File: src/rtl/button_debounce_repeat_pkg.sv
// Shared types and helpers for the push-button conditioning stage.
// The state encoding is fixed so other stages can decode it; 2'd3 is unused.
package button_debounce_repeat_pkg;

  typedef enum logic [1:0] {
    StIdle   = 2'd0,
    StHold   = 2'd1,
    StRepeat = 2'd2
  } state_e;

  function automatic int unsigned max_u(input int unsigned a, input int unsigned b);
    return (a > b) ? a : b;
  endfunction

endpackage

File: src/rtl/sync_2ff.sv
// Generic two-flop synchroniser for a single asynchronous bit.
// Both flops reset to RESET_VAL so the output starts at a known idle level.
module sync_2ff #(
  parameter logic RESET_VAL = 1'b0
) (
  input  logic clk_i,
  input  logic rst_ni,
  input  logic d_i,
  output logic q_o
);

  logic [1:0] sync_q;

  always_ff @(posedge clk_i or negedge rst_ni) begin
    if (!rst_ni) begin
      sync_q <= {2{RESET_VAL}};
    end else begin
      sync_q <= {sync_q[0], d_i};
    end
  end

  assign q_o = sync_q[1];

endmodule

File: src/rtl/button_debounce_repeat.sv
// Synchronises and debounces one push-button, emitting press/release pulses and
// auto-repeat pulses while held; step is the downstream counter's increment strobe.
module button_debounce_repeat
  import button_debounce_repeat_pkg::*;
#(
  parameter int unsigned DEBOUNCE_CYCLES = 120000,
  parameter int unsigned HOLD_CYCLES     = 6000000,
  parameter int unsigned REPEAT_CYCLES   = 1200000,
  parameter bit          ACTIVE_LOW_BTN  = 1'b1
) (
  input  logic clk,
  input  logic rst,
  input  logic btn_in,
  output logic btn_level,
  output logic press_pulse,
  output logic release_pulse,
  output logic repeat_pulse,
  output logic step
);

  localparam int unsigned DbW = $clog2(DEBOUNCE_CYCLES + 1);
  localparam int unsigned TmW = $clog2(max_u(HOLD_CYCLES, REPEAT_CYCLES) + 1);
  localparam logic [DbW-1:0] DbLast   = DbW'(DEBOUNCE_CYCLES);
  localparam logic [TmW-1:0] HoldLast = TmW'(HOLD_CYCLES - 1);
  localparam logic [TmW-1:0] RepLast  = TmW'(REPEAT_CYCLES - 1);

  logic           sync_pin;
  logic           sync_pressed;
  logic [DbW-1:0] db_cnt_q, db_cnt_d;
  logic           level_q, level_d;
  logic           rise, fall;
  state_e         state_q, state_d;
  logic [TmW-1:0] tmr_q, tmr_d;
  logic           press_q, press_d;
  logic           release_q, release_d;
  logic           repeat_q, repeat_d;
  logic           step_q, step_d;

  sync_2ff #(
    .RESET_VAL (ACTIVE_LOW_BTN)
  ) u_sync (
    .clk_i  (clk),
    .rst_ni (rst),
    .d_i    (btn_in),
    .q_o    (sync_pin)
  );

  assign sync_pressed = sync_pin ^ ACTIVE_LOW_BTN;

  // The counter holds DEBOUNCE_CYCLES for one cycle before the level flips.
  always_comb begin
    db_cnt_d = '0;
    level_d  = level_q;
    if (sync_pressed != level_q) begin
      if (db_cnt_q == DbLast) begin
        level_d = ~level_q;
      end else begin
        db_cnt_d = db_cnt_q + DbW'(1);
      end
    end
  end

  assign rise = level_d & ~level_q;
  assign fall = ~level_d & level_q;

  always_ff @(posedge clk or negedge rst) begin
    if (!rst) begin
      db_cnt_q  <= '0;
      level_q   <= 1'b0;
      state_q   <= StIdle;
      tmr_q     <= '0;
      press_q   <= 1'b0;
      release_q <= 1'b0;
      repeat_q  <= 1'b0;
      step_q    <= 1'b0;
    end else begin
      db_cnt_q  <= db_cnt_d;
      level_q   <= level_d;
      state_q   <= state_d;
      tmr_q     <= tmr_d;
      press_q   <= press_d;
      release_q <= release_d;
      repeat_q  <= repeat_d;
      step_q    <= step_d;
    end
  end

  always_comb begin
    state_d = state_q;
    tmr_d   = tmr_q;
    case (state_q)
      StIdle: begin
        if (rise) begin
          state_d = StHold;
          tmr_d   = '0;
        end
      end
      StHold: begin
        if (fall) begin
          state_d = StIdle;
        end else if (tmr_q == HoldLast) begin
          state_d = StRepeat;
          tmr_d   = '0;
        end else begin
          tmr_d = tmr_q + TmW'(1);
        end
      end
      StRepeat: begin
        if (fall) begin
          state_d = StIdle;
        end else if (tmr_q == RepLast) begin
          tmr_d = '0;
        end else begin
          tmr_d = tmr_q + TmW'(1);
        end
      end
      default: begin
        state_d = StIdle;
        tmr_d   = '0;
      end
    endcase
  end

  // A release in the same cycle as a due repeat suppresses the repeat.
  always_comb begin
    press_d   = (state_q == StIdle) & rise;
    release_d = ((state_q == StHold) | (state_q == StRepeat)) & fall;
    repeat_d  = ~fall & (((state_q == StHold) & (tmr_q == HoldLast)) |
                         ((state_q == StRepeat) & (tmr_q == RepLast)));
    step_d    = press_d | repeat_d;
  end

  assign btn_level     = level_q;
  assign press_pulse   = press_q;
  assign release_pulse = release_q;
  assign repeat_pulse  = repeat_q;
  assign step          = step_q;

endmodule

File: config.mk
export PLATFORM = sky130hd
export DESIGN_NAME = button_debounce_repeat
export DESIGN_NICKNAME = d
export VERILOG_FILES = /design/src/rtl/button_debounce_repeat_pkg.sv /design/src/rtl/sync_2ff.sv /design/src/rtl/button_debounce_repeat.sv
export SDC_FILE = /design/constraint.sdc
export NUM_CORES = 1
export LEC_CHECK = 0
export CAP_MARGIN = 40
export CORE_MARGIN = 5
export CORE_UTILIZATION = 55
export DETAILED_ROUTE_END_ITERATION = 10
export GPL_ROUTABILITY_DRIVEN = 0
export PLACE_DENSITY_LB_ADDON = 0.08
export SLEW_MARGIN = 20
export SYNTH_ARGS = -nofsm -noshare
export SYNTH_HDL_FRONTEND = slang
export SYNTH_SLANG_ARGS = --single-unit
File: constraint.sdc
create_clock -name clk -period 6.3 [get_ports clk]
set_clock_uncertainty 0.1 [all_clocks]
set_input_delay 0.945 -clock clk [delete_from_list [all_inputs] [get_ports clk]]
set_output_delay 0.945 -clock clk [all_outputs]
set_load 0.1 [all_outputs]
# [After elaboration in Yosys (flattened, before gate mapping)]
# Cells that the tools add are included.
[word_totals] regBits=49 output_inout_bits=5 elab_cells=54
[op_classes] n_mux=15 reduce_logical=3 bitwise=14 eq_ne=11 addsub=2
[ops] cell="23-bit two-way mux" count=5
[ops] cell="23-bit case mux with 3 select lines" count=1
[ops] cell="17-bit two-way mux" count=2
[ops] cell="23-bit by 1-bit adder with 23-bit output, second input constant" count=1
[ops] cell="23-bit by 21-bit equality test with 1-bit output, second input constant" count=1
[ops] cell="23-bit equality test, second input constant" count=1
[ops] cell="17-bit by 1-bit adder with 17-bit output, second input constant" count=1
[ops] cell="17-bit equality test, second input constant" count=1
[ops] cell="2-bit two-way mux" count=4
[ops] cell="2-bit != test, second input constant" count=4
[ops] cell="1-bit bitwise AND" count=7
[ops] cell="2-bit case mux with 3 select lines" count=1
[ops] cell="3-bit AND reduction" count=2
[ops] cell="1-bit NOT" count=4
[ops] cell="3-bit != test, second input constant" count=1
[ops] cell="1-bit OR" count=3
[ops] cell="2-bit by 1-bit equality test with 1-bit output, second input constant" count=1
[ops] cell="2-bit equality test, second input constant" count=1
[ops] cell="2-bit zero test" count=1
[ops] cell="1-bit two-way mux" count=2
[ops] cell="1-bit != test" count=1

# [Logic depth before layout (Yosys ltp)]
# Gate-level depths: netlist of run 1.
[logic_depth] depth_word=8 ltp_mapped=11 mapped_depth_nobuf=8

# [Cells and area by module]
# Synthesis of run 1 repeated with hierarchy kept, for this count alone.
[hier_totals] hier_cells=270 hier_area_um2=2628.8
[modules_own_cells] module="button_debounce_repeat" n_inst=1 seq_area_each_um2=1176.1 area_per_inst_um2=2576.2 cells_each=268
[modules_own_cells] module="sync_2ff" n_inst=1 seq_area_each_um2=52.6 area_per_inst_um2=52.6 cells_each=2

# [Worst setup path after synthesis of run 1]
# OpenSTA, ideal clock, no wires.
[synth_path] path_type="register -> register" start="register tmr_q[7]" end="register tmr_q[12]" arrival_time_ns=2.358 t_required_ns=6.074 setup_time_ns=0.126 stages_incl_launch_ff=8 synth_period_minus_slack_ns=2.584 slack_ns=3.716 cell_sequence="dfrtp_1 or4b_1 or4_4 o31a_1 o21a_1 buf_6 o311a_1 a221o_1"
[synth_via] elab_chain_len=4 word_cells_on_any_way=8 cone_classes="1 x add/sub; 2 x eq/ne; 5 x mux"
[synth_lines] item="from (decl)" line="button_debounce_repeat.sv:33" text="logic [TmW-1:0] tmr_q, tmr_d;"
[synth_lines] item="from (signal assigned)" line="button_debounce_repeat.sv:80" text="tmr_q <= tmr_d;"
[synth_lines] item="23-bit by 1-bit adder with 23-bit output (tied with other cells)" line="button_debounce_repeat.sv:105, button_debounce_repeat.sv:114"
[synth_lines] item="23-bit two-way mux, on equally long branches" line="button_debounce_repeat.sv:111, button_debounce_repeat.sv:101"
[synth_lines] item="23-bit two-way mux, on equally long branches" line="button_debounce_repeat.sv:109, button_debounce_repeat.sv:99"
[synth_lines] item="23-bit case mux with 3 select lines (*)" line="button_debounce_repeat.sv:91" text="case (state_q)"
# Every way passes the cells marked *; elsewhere a longest branch is shown, timed or not. The select of a mux whose other input is x is not followed.
# A chain may end at the register's enable or synchronous reset.

# [Worst setup path after layout of run 1]
[layout_path] start="register tmr_q[7]" end="register tmr_q[7]"
# The elaborated chain is that of the path after synthesis.

==> impl_metrics.ini, run 1 <==
[layout]
n_antenna_cell = 0
design_area_um2 = 2858
drive_above_1_share_pct = 7.746
final_cells = 338
ff_latch_area_um2 = 1229
area_growth_pct = 10.61
multiInputGateArea_um2 = 1279
fin_nets = 292
fillCellCount = 384

[clocking]
cts_tree = yes
cts_sinks = 49
postCtsSetupRepairBufs = 0
cts_root_buf = clkbuf_8
h-tree-depth = 2
ctsResizeCount = 0
hold_buffers = 0
cts_buffers = 5
cts.clk_slew.worst_paths_ps = 80
clk_path_buf_depth = 2
clock_latency_ps = 310

[synthesis]
ys_seq_area_share_pct = 47.55
avgSynthCellArea_um2 = 9.569
synthArstFlopShare_pct = 100.0
yosys-top-cells-count = dfrtp_1 (47), nor2_1 (33), nand2_1 (22)
synth_edf_count = 0
yosysMostFrequentCell = dfrtp_1
synthCells = 270
syn_nets = 279
synth_warnings = 0
synth_area_leaders = dfrtp_1 (46%), nor2_1 (4.8%), a22o_1 (3.7%)
yosys.area.top_type = dfrtp_1
netlist_area_um2 = 2584
synth_flop_cell = dfrtp_1
yosysUniqueCellTypes = 52
synth-seq-cells = 49
synth.top_cell.area_share_pct = 45.52

[setup_path]
critical_path_class = reg2reg
worstRegToRegCells = 7
cp_num_cells = 7
max_stage_delay_ps = 530
startpoint_type = flip-flop
crit_fanout = 14
worstPathRequired_ps = 6390
path_cells = or4b_1, or4_4, o31a_1, o21ai_2, nor2_1, buf_4, a22o_1
path_delay_family = simple AND/OR/NAND/NOR gates
cp-end-kind = flip-flop
crit_arrival_ps = 3190
critPathSlowestCell = or4b_1
cp_num_buf_inv = 1

[global_routing]
grt_usage_pct = 18.20
antenna_found_initial = 0
overflow = 0
grt_pass1_wl_um = 8921
grt_pass1_vias = 1909
grt_max_degree = 50

[timing]
holdWs_ps = 262.1
setup_viol = 0
fin_crit_ps = 3101
fin_crit_sh_pct = 49.22
max_freq_mhz = 322.5
drv_slew = 0
finalSetupTns_ps = 0
tightest_slew_ps = 883.6
setup_ws_ps = 3199
hold_violations = 0
rsz0062_at_grt = false
slew_headroom_pct = 40.55

[placed_design]
dp_worst_setup_slack_ps = 3053
dp_hpwl_um = 3535
place_area_um2 = 2760
io_buffers = 7
dp.cells = 329

[power_and_ir_drop]
p_leak_nw = 1.167
vdd_drop_max_mv = 0.1207
p_per_area_nw_per_um2 = 183.1

[floorplanning]
die_x_um = 78.54
start_util_pct = 55.81
ios = 8
rows = 25
die_h_um = 78.54
core_area_um2 = 4629
die_area_um2 = 6169

[detailed_routing]
vias = 2095
via_per_inst = 6.198
drc = 0
wire_per_inst_um = 15.50
drt_first_pass_iters = 4
initialDrtViolationCount = 91
drtAntennaViolNets = 0
wl_um = 5240

[run_status]
status = finished, final reports clean

[hold_path]
hold_path.class = reg2reg
holdPathStages = 0

[run]
maxCapViolations = 0
-- state kept, by name, indices dropped and copies added (netlist names) --
register       flops
state_q            2
tmr_q             23
step               1
press_pulse        1
release_pulse      1
u_sync.sync_q      2
db_cnt_q          17
btn_level          1
repeat_pulse       1
-- cell usage in the layout (no fill, tap or decap), types with 3 or more instances in the layout --
cell             Yosys  final
o31ai_1              6      6
and4_1               3      3
nand4_1              9      9
a21oi_1              6      6
o21ai_0             11     11
a22o_1              11     11
inv_1               10     10
nand2_1             22     22
clkbuf_8             0      6
o31a_1               3      3
a21o_1               3      3
nor2_1              33     33
a2bb2oi_1            6      6
xnor2_1              5      5
nand3_1             18     18
ha_1                 6      6
dfrtp_1             47     47
o21ai_1              4      3
buf_8                0      5
nor4_1               3      3
and3_1               6      6
clkdlybuf4s50_1      0      6
xor2_1               8      8
nor3_1               8      8
-- kinds of logic after synthesis --
kind of cell / count (synthesis) / share of synthesized area [%]
and+or+nand+nor: 119 / 23.54
muxes: 1 / 0.4358
AOI/OAI and AO/OA: 64 / 18.06
xor gates and xnor gates: 13 / 4.407
DFF: 49 / 47.55
adders and majority gates: 6 / 2.905
buffers and inverters: 18 / 3.099
-- final timing paths --
kind / from / end / slack (ps)
worst min register to register: u_sync.sync_q[0]$_DFF_PN1_ / u_sync.sync_q[1]$_DFF_PN1_ / 260
worst max-delay path: tmr_q[7]$_DFFE_PN0P_ / tmr_q[7]$_DFFE_PN0P_ / 3200
max in group asynchronous: rst / tmr_q[2]$_DFFE_PN0P_ / 5050
worst min-delay path: u_sync.sync_q[0]$_DFF_PN1_ / u_sync.sync_q[1]$_DFF_PN1_ / 260
min in group asynchronous: rst / db_cnt_q[12]$_DFF_PN0_ / 620
worst max register to register: tmr_q[7]$_DFFE_PN0P_ / tmr_q[7]$_DFFE_PN0P_ / 3200
-- where the power goes --
part	switching [W]	internal, W	total (W)
Clock	0.000101	0.0000897	0.000190
Combinational	0.0000100	0.00000355	0.0000136
Sequential	0.00000248	0.000317	0.000319
-- stage by stage --
stage	utilization, %	total power, W
after global routing	61.73	0.0005485
after CTS	61.57	0.0005304
after floorplan	-	0.0003300
after global placement	57.92	0.0003393
after detailed placement	59.62	0.0003397
final	61.73	0.0005232
-- area by class of cell --
type | instances | area share (%)
repair buffers | 14 | 5.429
inverters | 10 | 1.313
well taps | 54 | 2.364
flip-flops and latches | 49 | 42.99
multi-input cells | 203 | 44.75
clock buffers | 8 | 3.152
-- routing by layer --
| layer | up-vias | share of wire, % | GRT usage, % |
|---|---|---|---|
| met4 | 0 | 0.97 | 4.371 |
| met3 | 8 | 4.1 | 4.931 |
| met2 | 48 | 48 | 30.48 |
| li1 | 1023 | - | - |
| met5 | - | 0 | 0 |
| met1 | 1016 | 47 | 23.36 |
Note: power is estimated with default switching activity, not from simulation.
==> run 2, diff against run 1 <==
==> constraint.sdc (replaced) <==
create_clock -name clk -period 2.6 [get_ports clk]
set_clock_uncertainty 0.1 [all_clocks]
set_input_delay 0.39 -clock clk [delete_from_list [all_inputs] [get_ports clk]]
set_output_delay 0.39 -clock clk [all_outputs]
set_load 0.1 [all_outputs]
==> run 2 against run 1 <==
Against the previous run: clock power is 130% higher; critical path type unchanged; non-clock buffer count is 16 higher; power is 140% higher.
==> impl_metrics.ini, run 2 (synthesis gave the netlist of run 1 again) <==
[global_routing]
use_met1_pct = 25.31
antenna_found_initial = 0
grt_pass1_wl_um = 9446
grt_pass1_vias = 2015
grt_usage_pct = 18.96
overflow = 0
grt_use_met2_pct = 30.98
grt_busiest_layer = met2
grt_use_met3_pct = 3.326
grt_max_degree = 50

[layout]
area_growth_pct = 14.62
design_area_um2 = 2962
final_common_cell = dfrtp_1
largest_reg_flops = 23
fillCellCount = 400
fin_nets = 308
final_cell_mix = dfrtp_1 (47), nor2_1 (32), buf_4 (25)
n_antenna_cell = 0
drive_above_1_share_pct = 15.67
utilization_pct = 63.97
largest-register = tmr_q
top_regs = tmr_q (23), db_cnt_q (17)

[setup_path]
worstPathRequired_ps = 2690
cp-end-kind = flip-flop
crit_arrival_ps = 2660
crit_fanout = 8
timing.rr.start = tmr_q[7]$_DFFE_PN0P_
critical_path_class = reg2reg
crit_start = tmr_q[7]$_DFFE_PN0P_
startpoint_type = flip-flop

[floorplanning]
core_area_um2 = 4629
die_h_um = 78.54
die_x_um = 78.54
start_util_pct = 55.81
die_area_um2 = 6169
rows = 25
ios = 8

[clocking]
cts_sinks = 49
cts_buffers = 5
clk_path_buf_depth = 2
clock_latency_ps = 290
cts_root_buf = clkbuf_8
cts_tree = yes
h-tree-depth = 2
hold_buffers = 0
cts.clk_slew.worst_paths_ps = 90

[power_and_ir_drop]
p_leak_nw = 1.253
p_total_w = 0.001238
p_per_area_nw_per_um2 = 418.1
vdd_drop_max_mv = 0.2316

[detailed_routing]
vias = 2133
initialDrtViolationCount = 136
wire_per_inst_um = 15.14
drt_first_pass_iters = 4
drtAntennaViolNets = 0
drc = 0
wl_um = 5358
via_per_inst = 6.025

[timing]
drv_slew = 0
finalSetupTns_ps = 0
tightest_slew_ps = 601.6
max_freq_mhz = 388.1
hold_violations = 0
setup_viol = 0
fin_crit_sh_pct = 99.11
rsz0062_at_grt = true
fin_crit_ps = 2577
holdWs_ps = 84.77
slew_headroom_pct = 59.89

[hold_path]
hold_path.class = in2async

[run]
maxCapViolations = 0

[placed_design]
place_area_um2 = 2846
io_buffers = 7
dp_hpwl_um = 3792

[run_status]
status = finished, final reports clean
run 2: what timing repair did:
item	4_1_cts	5_1_grt
gates resized for setup	2	6
setup buffers	0	0
setup endpoints to repair	11	19
pin swaps	1	4
endpoints found under the hold margin	0	0
run 2: layer usage:
| metal | vias to the layer above | wire length [µm] |
|---|---|---|
| li1 | 1052 | - |
| met1 | 1045 | 2519 |
| met2 | 31 | 2587 |
| met3 | 5 | 191 |
| met4 | 0 | 60 |
| met5 | - | 0 |
run 2: critical path: stages, from the launching register on:
cell	delay [ps]
dfrtp_1	380
or4b_1	500
or4_4	450
o31a_1	300
o21ai_4	220
nor2_4	90
buf_6	140
a221o_1	280
run 2: path summary, 6_finish.rpt:
| path | endpoint | slack [ps] | depth (start not counted) |
|---|---|---|---|
| worst max-delay path | tmr_q[11]$_DFFE_PN0P_ | 20 | 7 |
| worst max register to register | tmr_q[11]$_DFFE_PN0P_ | 20 | 7 |
| min in group clk | u_sync.sync_q[1]$_DFF_PN1_ | 260 | 0 |
| worst min-delay path | db_cnt_q[14]$_DFF_PN0_ | 80 | 2 |
| max in group asynchronous | tmr_q[9]$_DFFE_PN0P_ | 1910 | 2 |
| worst min register to register | u_sync.sync_q[1]$_DFF_PN1_ | 260 | 0 |
run 2: layout make-up:
type / count / area, µm² / area share (%)
clock buffer: 6 / 72.57 / 2.450
tap: 54 / 67.56 / 2.281
timing repair buffer: 30 / 245.2 / 8.281
clock inverter: 2 / 10.01 / 0.3380
multi-input combinational: 203 / 1300 / 43.90
inverter: 10 / 37.54 / 1.267
sequential: 49 / 1229 / 41.49
run 2: through the flow:
stage	setup WS (ps)	std cells
after floorplan	16.37	270
after detailed placement	-70.19	346
after global routing	-31.00	354
after CTS	-29.36	354
final	23.13	354
after global placement	-11.03	345
run 2: power by group:
part           leakage [nW]   total, W  switching, W  internal [W]
Clock                0.0450   0.000430      0.000243      0.000187
Sequential            0.675   0.000773    0.00000498      0.000768
Combinational         0.533  0.0000351     0.0000245     0.0000106
==> run 3, diff against run 2 <==
--- a/config.mk
+++ b/config.mk
@@ -10,7 +10,7 @@
 export CORE_UTILIZATION = 55
 export DETAILED_ROUTE_END_ITERATION = 10
 export GPL_ROUTABILITY_DRIVEN = 0
-export PLACE_DENSITY_LB_ADDON = 0.08
+export PLACE_DENSITY_LB_ADDON = 0.12
 export SLEW_MARGIN = 20
 export SYNTH_ARGS = -nofsm -noshare
 export SYNTH_HDL_FRONTEND = slang
==> run 3 against run 2 <==
Against the previous run: cell area rose by 1.4%; largest power group unchanged; register-to-register slack about the same; clock power is 23% higher; critical endpoint is now tmr_q[12]$_DFFE_PN0P_; critical path depth unchanged; combinational power is 8.3% higher; non-clock buffer count grew 1; flip-flop and latch count unchanged.
==> impl_metrics.ini, run 3 (synthesis gave the netlist of run 1 again) <==
[run_status]
status = finished, final reports clean

[timing]
max_freq_mhz = 386.2
slew_headroom_pct = 75.31
drv_slew = 0
setup_viol = 0
rsz0062_at_grt = true
tightest_slew_ps = 369.0
hold_violations = 0
holdWs_ps = 258.4
finalSetupTns_ps = 0
setup_ws_ps = 10.70
fin_crit_ps = 2589
fin_crit_sh_pct = 99.59

[global_routing]
grt_max_degree = 21
overflow = 0
grt_usage_pct = 18.34
grt_pass1_wl_um = 9135
grt_pass1_vias = 1986
antenna_found_initial = 0

[floorplanning]
die_x_um = 78.54
start_util_pct = 55.81
rows = 25
ios = 8
die_h_um = 78.54
die_area_um2 = 6169
core_area_um2 = 4629

[layout]
final_cell_mix = dfrtp_1 (47), nor2_1 (32), buf_4 (24)
drive_above_1_share_pct = 14.95
fillCellCount = 376
fin_nets = 309
largest-register = tmr_q
final_common_cell = dfrtp_1
area_growth_pct = 16.27
top_regs = tmr_q (23), db_cnt_q (17)
largest_reg_flops = 23
n_antenna_cell = 0

[setup_path]
crit_arrival_ps = 2670
max_stage_delay_ps = 520
path_delay_family = simple AND/OR/NAND/NOR gates
cp_num_cells = 7
cp-end-kind = flip-flop
crit_start = tmr_q[7]$_DFFE_PN0P_
r2r_slack_ps = 10
crit_fanout = 6
r2r-end = tmr_q[12]$_DFFE_PN0P_
path_cells = or4b_1, or4_4, o31a_1, o21ai_4, nor2_4, buf_12, a221o_1
endpoint = tmr_q[12]$_DFFE_PN0P_
startpoint_type = flip-flop
worstRegToRegCells = 7
critPathSlowestCell = or4b_1
timing.rr.start = tmr_q[7]$_DFFE_PN0P_
worstPathRequired_ps = 2680
critical_path_class = reg2reg
cp_num_buf_inv = 1

[detailed_routing]
vias = 2112
wl_um = 5385
wire_per_inst_um = 15.17
drt_first_pass_iters = 4
drtAntennaViolNets = 0
initialDrtViolationCount = 91
via_per_inst = 5.949
drc = 0

[placed_design]
dp_hpwl_um = 3852
io_buffers = 7
dp_worst_setup_slack_ps = -122.4

[power_and_ir_drop]
p_per_area_nw_per_um2 = 446.0
p_leak_nw = 1.273
vdd_drop_max_mv = 0.3272

[clocking]
clk_path_buf_depth = 2
h-tree-depth = 2
cts.clk_slew.worst_paths_ps = 80
cts_sinks = 49
clock_latency_ps = 300
cts_buffers = 5
cts_tree = yes
cts_root_buf = clkbuf_8

[run]
maxCapViolations = 0

[hold_path]
hold_path.class = reg2reg
## run 3: cell types whose count changed in the layout (fill, tap and decap cells not counted)
| cell | previous run | this run |
|---|---|---|
| a2bb2oi_1 | 5 | 6 |
| a2bb2oi_2 | 1 | 0 |
| buf_12 | 1 | 2 |
| buf_4 | 25 | 24 |
| buf_6 | 2 | 1 |
| buf_8 | 0 | 1 |
| bufinv_16 | 0 | 1 |
| clkinv_2 | 2 | 1 |
| dlygate4sd3_1 | 0 | 1 |
| ha_1 | 5 | 6 |
| ha_2 | 1 | 0 |
## run 3: final cells by class
cell class	instances	area, µm²	share of cell area, %
inverters	10	37.54	1.249
well taps	54	67.56	2.249
flip-flops and latches	49	1229	40.90
clock buffers	6	72.57	2.416
multi-input cells	203	1291	42.98
clock inverters	2	35.03	1.166
repair buffers	31	271.5	9.038
## run 3: where the power goes
part	leakage (nW)	total (W)	internal, W	switching [W]
logic	0.543	0.0000380	0.0000125	0.0000255
clock network	0.0552	0.000529	0.000286	0.000243
registers	0.675	0.000773	0.000768	0.00000487
## run 3: metrics by stage
| stage | cells | util [%] | total power [W] | instance area [µm²] |
|---|---|---|---|---|
| 2_1_floorplan | 270 | - | 0.0007996 | 2584 |
| 3_3_place_gp | 343 | 61.00 | 0.0008262 | 2824 |
| 3_5_place_dp | 344 | 61.16 | 0.0008264 | 2831 |
| 4_1_cts | 355 | 64.46 | 0.001358 | 2984 |
| 5_1_grt | 355 | 64.89 | 0.001393 | 3004 |
| 6_report | 355 | 64.89 | 0.001340 | 3004 |
## run 3: worst min path at each step
stage	from	to	slack, ps	cells after the start
6_report	u_sync.sync_q[0]$_DFF_PN1_	u_sync.sync_q[1]$_DFF_PN1_	260	0
5_1_grt	u_sync.sync_q[0]$_DFF_PN1_	u_sync.sync_q[1]$_DFF_PN1_	270	0
4_1_cts	u_sync.sync_q[0]$_DFF_PN1_	u_sync.sync_q[1]$_DFF_PN1_	260	0
3_5_place_dp	rst	db_cnt_q[13]$_DFF_PN0_	200	1
3_3_place_gp	rst	db_cnt_q[13]$_DFF_PN0_	200	1
2_1_floorplan	rst	btn_level$_DFF_PN0_	-6	0
## run 3: repair_timing
item,CTS,global route
buffers inserted,2,0
gates resized for setup,2,5
hold endpoints to repair,12,0
setup endpoints to repair,18,21
hold buffers,1,0
pin swaps,4,1
## run 3: per-layer routing
metal | vias up | global-route usage (%) | wire (µm) | share of wire [%]
met5 | - | 0 | 0 | 0
met4 | 0 | 4.371 | 41 | 0.76
met3 | 6 | 3.899 | 193 | 3.6
met2 | 34 | 30.56 | 2534 | 47
met1 | 1021 | 24.37 | 2614 | 49
li1 | 1051 | - | - | -
